**config.mk**
```make
export PLATFORM = sky130hd
export DESIGN_NAME = dual_port_ram_reader
export DESIGN_NICKNAME = d
export VERILOG_FILES = /design/src/rtl/ram_if_pkg.sv /design/src/rtl/word_fifo2.sv /design/src/rtl/dual_port_ram_reader.sv
export SDC_FILE = /design/constraint.sdc
export NUM_CORES = 1
export LEC_CHECK = 0
export ABC_AREA = 1
export BUFFER_PORTS_ARGS = -buffer_cell sky130_fd_sc_hd__buf_2
export CORE_ASPECT_RATIO = 1.4
export CORE_UTILIZATION = 50
export DETAILED_ROUTE_END_ITERATION = 10
export PLACE_DENSITY = 0.72
export SYNTH_ARGS = -nofsm -noshare
export SYNTH_HDL_FRONTEND = slang
export SYNTH_SLANG_ARGS = --single-unit
```
**constraint.sdc**
```tcl
create_clock -name clk -period 8.1 [get_ports clk]
set_input_delay 1.62 -clock clk [delete_from_list [all_inputs] [get_ports clk]]
set_output_delay 1.62 -clock clk [all_outputs]
set_load 0.05 [all_outputs]
```
**src/rtl/ram_if_pkg.sv**
```systemverilog
// Shared constants and types for the RAM read-side master.
// The halfword packing matches the RAM's 32-bit strobed write port.
package ram_if_pkg;

  localparam int ADDR_W = 4;
  localparam int HW_W   = 16;

  localparam logic [1:0] STRB_FULL = 2'b11;
  localparam logic [1:0] STRB_LO   = 2'b01;

  typedef enum logic [1:0] {
    ST_IDLE  = 2'd0,
    ST_READ  = 2'd1,
    ST_DRAIN = 2'd2
  } state_t;

endpackage

```
**src/rtl/word_fifo2.sv**
```systemverilog
// Two-entry synchronous FIFO with occupancy count and same-cycle push/pop.
// Storage is not reset; only pointers and count are.
module word_fifo2 #(
  parameter int W = 35
) (
  input  logic         clk,
  input  logic         rst,
  input  logic         i_push,
  input  logic [W-1:0] i_data,
  input  logic         i_pop,
  output logic [W-1:0] o_data,
  output logic [1:0]   o_count
);

  logic [W-1:0] r_mem [2];
  logic         r_wptr;
  logic         r_rptr;
  logic [1:0]   r_count;
  logic         w_push_ok;
  logic         w_pop_ok;

  assign w_pop_ok  = i_pop && (r_count != 2'd0);
  assign w_push_ok = i_push && ((r_count != 2'd2) || w_pop_ok);

  always_ff @(posedge clk) begin
    if (rst) begin
      r_wptr  <= 1'b0;
      r_rptr  <= 1'b0;
      r_count <= 2'd0;
    end else begin
      if (w_push_ok) r_wptr <= ~r_wptr;
      if (w_pop_ok)  r_rptr <= ~r_rptr;
      r_count <= r_count + {1'b0, w_push_ok} - {1'b0, w_pop_ok};
    end
  end

  always_ff @(posedge clk) begin
    if (w_push_ok) r_mem[r_wptr] <= i_data;
  end

  assign o_data  = r_mem[r_rptr];
  assign o_count = r_count;

endmodule

```
**src/rtl/dual_port_ram_reader.sv**
```systemverilog
// Burst read master for the dual-port RAM: issues halfword reads, packs pairs
// into 32-bit strobed words and streams them out on a valid/ready interface.
module dual_port_ram_reader
  import ram_if_pkg::*;
#(
  parameter int ADDR_W = ram_if_pkg::ADDR_W,
  parameter int HW_W   = ram_if_pkg::HW_W
) (
  input  logic              clk,
  input  logic              rst,
  input  logic              req_valid,
  output logic              req_ready,
  input  logic [ADDR_W-1:0] req_addr,
  input  logic [ADDR_W:0]   req_len,
  output logic              rd_en,
  output logic [ADDR_W-1:0] raddr,
  input  logic [HW_W-1:0]   rdata,
  output logic              m_valid,
  input  logic              m_ready,
  output logic [2*HW_W-1:0] m_data,
  output logic [1:0]        m_strb,
  output logic              m_last,
  output logic              busy,
  output logic              done
);

  localparam int WORD_W = 2 * HW_W;
  localparam int ENTRY_W = WORD_W + 3;

  state_t              r_state;
  state_t              w_state_nxt;
  logic [ADDR_W-1:0]   r_addr;
  logic [ADDR_W:0]     r_rem;
  logic                r_par_issue;
  logic [1:0]          r_open;
  logic                r_done;

  logic                r_vld_p1;
  logic                r_odd_p1;
  logic                r_fin_p1;
  logic [HW_W-1:0]     r_lo_p2;

  logic                w_req_hs;
  logic                w_credit_ok;
  logic                w_final_issue;
  logic                w_open_inc;
  logic                w_push;
  logic                w_pop;
  logic [2:0]          w_occ;
  logic [1:0]          w_cnt;
  logic [ENTRY_W-1:0]  w_push_entry;
  logic [ENTRY_W-1:0]  w_head;
  logic                w_head_last;
  logic [1:0]          w_head_strb;
  logic [WORD_W-1:0]   w_head_data;
  logic [WORD_W-1:0]   w_push_data;
  logic [1:0]          w_push_strb;

  assign w_req_hs      = req_ready && req_valid;
  assign w_pop         = m_valid && m_ready;
  assign w_final_issue = rd_en && (r_rem == {{ADDR_W{1'b0}}, 1'b1});
  assign w_open_inc    = rd_en && !r_par_issue;

  // Only a word-opening (even) read needs a free slot; its odd partner
  // completes a word that already holds one.
  assign w_occ       = {1'b0, w_cnt} + {1'b0, r_open};
  assign w_credit_ok = r_par_issue || (w_occ < 3'd2);

  always_ff @(posedge clk) begin
    if (rst) r_state <= ST_IDLE;
    else     r_state <= w_state_nxt;
  end

  always_comb begin
    w_state_nxt = r_state;
    case (r_state)
      ST_IDLE:  if (w_req_hs && (req_len != '0)) w_state_nxt = ST_READ;
      ST_READ:  if (w_final_issue) w_state_nxt = ST_DRAIN;
      ST_DRAIN: if (w_pop && w_head_last) w_state_nxt = ST_IDLE;
      default:  w_state_nxt = ST_IDLE;
    endcase
  end

  always_comb begin
    req_ready = (r_state == ST_IDLE);
    busy      = (r_state != ST_IDLE);
    rd_en     = (r_state == ST_READ) && w_credit_ok;
  end

  always_ff @(posedge clk) begin
    if (rst) begin
      r_addr      <= '0;
      r_rem       <= '0;
      r_par_issue <= 1'b0;
    end else if (w_req_hs) begin
      r_addr      <= req_addr;
      r_rem       <= req_len;
      r_par_issue <= 1'b0;
    end else if (rd_en) begin
      r_addr      <= r_addr + 1'b1;
      r_rem       <= r_rem - 1'b1;
      r_par_issue <= ~r_par_issue;
    end
  end

  always_ff @(posedge clk) begin
    if (rst) begin
      r_open <= 2'd0;
      r_done <= 1'b0;
    end else begin
      case ({w_open_inc, w_push})
        2'b10:   r_open <= r_open + 2'd1;
        2'b01:   r_open <= r_open - 2'd1;
        default: r_open <= r_open;
      endcase
      r_done <= (w_req_hs && (req_len == '0)) ||
                ((r_state == ST_DRAIN) && w_pop && w_head_last);
    end
  end

  // p1: read in flight, rdata valid this cycle
  always_ff @(posedge clk) begin
    if (rst) r_vld_p1 <= 1'b0;
    else     r_vld_p1 <= rd_en;
    r_odd_p1 <= r_par_issue;
    r_fin_p1 <= w_final_issue;
  end

  // p2: low halfword held until its partner arrives
  always_ff @(posedge clk) begin
    if (r_vld_p1 && !r_odd_p1) r_lo_p2 <= rdata;
  end

  assign w_push       = r_vld_p1 && (r_odd_p1 || r_fin_p1);
  assign w_push_data  = r_odd_p1 ? {rdata, r_lo_p2} : {{HW_W{1'b0}}, rdata};
  assign w_push_strb  = r_odd_p1 ? STRB_FULL : STRB_LO;
  assign w_push_entry = {r_fin_p1, w_push_strb, w_push_data};

  word_fifo2 #(.W(ENTRY_W)) u_fifo (
    .clk     (clk),
    .rst     (rst),
    .i_push  (w_push),
    .i_data  (w_push_entry),
    .i_pop   (w_pop),
    .o_data  (w_head),
    .o_count (w_cnt)
  );

  assign w_head_last = w_head[ENTRY_W-1];
  assign w_head_strb = w_head[ENTRY_W-2 -: 2];
  assign w_head_data = w_head[WORD_W-1:0];

  assign m_valid = (w_cnt != 2'd0);
  assign m_data  = m_valid ? w_head_data : '0;
  assign m_strb  = m_valid ? w_head_strb : 2'b00;
  assign m_last  = m_valid && w_head_last;
  assign raddr   = r_addr;
  assign done    = r_done;

endmodule

```
==> run metrics <==
Rel. slew slack=0.298; hpwl dp=about 5600 um; clk slew on worst S/H paths=roughly 0.070 ns; via count=3119; clock tree from TritonCTS=yes; count of fill cells added during filler insertion=754; arrival time at the worst endpoint=2.36 ns; Avg WL per Cell=13.9 um; number of nets produced by synthesis=about 470; amount of wire on met3 after detailed routing=about 400 um; share of the cycle needed by the critical path after routing=0.492; category of the worst setup path launch point=flip-flop; WL met1=about 3500 um; CP max FO=36; number of buffers inserted to repair setup after CTS=0; site row count=approximately 40; Met2 Routed Length=between 4000 and 5000 um; Least-Margin Pin Slew=around 1.1 ns; ratio of total power to cell area=roughly 300 nW/um^2; input/output buffers=between 70 and 80; number of clock buffers inserted by TritonCTS=9; insertion delay to the later sink of the worst-skew pair=~0.34 ns; Placed Cells incl. Taps=about 600; category of the critical setup timing path=reg -> out; global route total overflow=0; Resized Gates After CTS=0; peak clock frequency supported by timing=251 MHz; Worst setup EP type=output port; total setup violations reported at the end of the flow=0; global-route usage over all layers=0.191; chip width=slightly above 80 um; worst endpoint required time=6.48 ns; status=complete, no violations; initial antenna violation count=0; library cells used by synthesis=31; number of violations of the max-capacitance limit=0; fraction of the yosys area taken by sequential cells=0.651; Final Critical Period=between 3 and 4 ns; DR pass1 iterations=5; height of the die=about 120 um; largest net degree at the start of global routing=37; FF+latch count, synth=between 100 and 150; VDD IR-drop max=approximately 0.23 mV; Gate Count Post-Synth=430; number of top-level pins=73; area of the core=between 8000 and 9000 um^2; synthesized area per cell=between 10 and 15 um^2; starting utilization of the core area=0.511; number of global-route vias before repair=approximately 2900; commonest non-fill, non-tap cell in the layout=sky130_fd_sc_hd__nand2_1; total of warnings raised by yosys=0; Final Net Count=roughly 540; share of post-route cells with drive strength above 1=0.240; Placer Congestion=about 0.8; unrepaired setup endpoints after global routing=false; relative area change from synthesis to final layout=16.4%; final count of pins violating max slew=0; ANT nets after route=0; path category of the worst min-delay check=reg -> reg; ANT cells=0; worst clock skew on the final layout=roughly 0.0061 ns; final cell count without fillers=611; maximum root-to-sink buffer count=2; DRC errors left=0; total wire length after detailed routing=8520 um; logic depth of the worst register-to-register path=12; Top Layer Used=met4; static leakage=2.28 nW; H-tree depth=3; Die ar.=approximately 9600 um^2; Total Neg Setup Slack=0 ns; Worst Hold Path Cells=0; Final Hold Fails=0; iteration-0 DRC count of the detailed router=~190; root buffer cell=sky130_fd_sc_hd__clkbuf_16; Mapped Area=4580 um^2; first-pass GRT wire length=roughly 14000 um; number of sinks driven by the clock tree=between 100 and 150; Post-CTS Hold Fix Bufs=0; ratio of routed vias to standard cells=5.10; commonest cells after routing, fill and taps aside=sky130_fd_sc_hd__nand2_1, sky130_fd_sc_hd__edfxtp_1, sky130_fd_sc_hd__buf_2, sky130_fd_sc_hd__inv_1, sky130_fd_sc_hd__a21oi_1
-- report_power, final --
| group | leakage [nW] | switching (mW) | internal, mW | total [mW] |
|---|---|---|---|---|
| clock | 0.148 | 0.183 | 0.268 | 0.451 |
| sequential | 0.957 | 0.0164 | 0.621 | 0.638 |
| combinational | 1.18 | 0.387 | 0.112 | 0.499 |
-- final cells by class --
| cell class | instances | area, um^2 | share of cell area |
|---|---|---|---|
| repair buffers | 75 | 383 | 0.0718 |
| well taps | 107 | 134 | 0.0251 |
| multi-input cells | 256 | 1330 | 0.250 |
| clock inverters | 6 | 80.1 | 0.0150 |
| flip-flops and latches | 107 | 2980 | 0.559 |
| clock buffers | 10 | 229 | 0.0429 |
| inverters | 50 | 193 | 0.0361 |
-- flip-flops by register name, indices dropped and copies added (netlist names), named ones only --
register,flops
r_odd_p1,1
u_fifo.r_mem,68
r_par_issue,1
r_open,2
r_lo_p2,16
r_vld_p1,1
r_fin_p1,1
r_rem,5
r_state,2
u_fifo.r_rptr,1
done,1
raddr,4
u_fifo.o_count,2
u_fifo.r_wptr,1
-- worst max-delay path: stages (launching register included) --
cell and delay [ns]:
sky130_fd_sc_hd__dfxtp_1 0.30, sky130_fd_sc_hd__buf_4 0.25, sky130_fd_sc_hd__inv_1 0.81, sky130_fd_sc_hd__nand2_1 0.12, sky130_fd_sc_hd__a21oi_1 0.23, sky130_fd_sc_hd__buf_2 0.30
-- per-layer routing --
| metal | GRT usage | vias to the layer above |
|---|---|---|
| li1 | - | 1560 |
| met4 | 0.114 | 0 |
| met5 | 0 | - |
| met3 | 0.0316 | 22 |
| met2 | 0.332 | 96 |
| met1 | 0.223 | 1441 |
-- cells in the mapped netlist, drive strengths merged --
library cell | n | area, um^2
a21oi | 45 | 233
buf | 14 | 81.3
clkbuf | 3 | 11.3
clkinv | 2 | 12.5
dfxtp | 23 | 460
edfxtp | 84 | 2520
fa | 1 | 20.0
ha | 6 | 75.1
inv | 48 | 180
mux2 | 16 | 180
nand2 | 124 | 478
nand3 | 16 | 80.1
nand4 | 2 | 12.5
nor2 | 31 | 139
nor3 | 2 | 10.0
nor3b | 1 | 12.5
o21a | 1 | 7.51
o21ai | 7 | 35.0
or2 | 1 | 6.26
xnor2 | 1 | 8.76
xor2 | 2 | 17.5
-- stage by stage --
stage               hold slack (ns)  setup slack [ns]  total power, mW  area [um^2]   util
CTS                           0.372              4.05             1.60         5330  0.594
global placement              0.357              4.53             1.14         5020  0.560
global route                  0.387              3.86             1.66         5330  0.594
finish                        0.371              4.12             1.59         5330  0.594
detailed placement            0.362              4.43             1.15         5020  0.560
floorplan                     0.351              4.39             1.04         4580      -
-- logic make-up (layout without fill, tap and decap cells) --
logic type	Yosys count	in the layout	synth area share
compound gates	53	53	0.0601
xor+xnor	3	3	0.00573
fa+ha+maj	7	7	0.0207
buf+inv	67	141	0.0622
flops	107	107	0.651
mux	16	16	0.0393
simple gates	177	177	0.161
-- worst paths after layout --
kind | from | end | slack [ns]
min reg2reg | r_par_issue | r_odd_p1 | 0.37
max | flip-flop | m_data[22] | 4.12
min | r_par_issue | r_odd_p1 | 0.37
max reg2reg | u_fifo.o_count[1] | r_open[1] | 5.67
(Power assumes the default switching activity.)
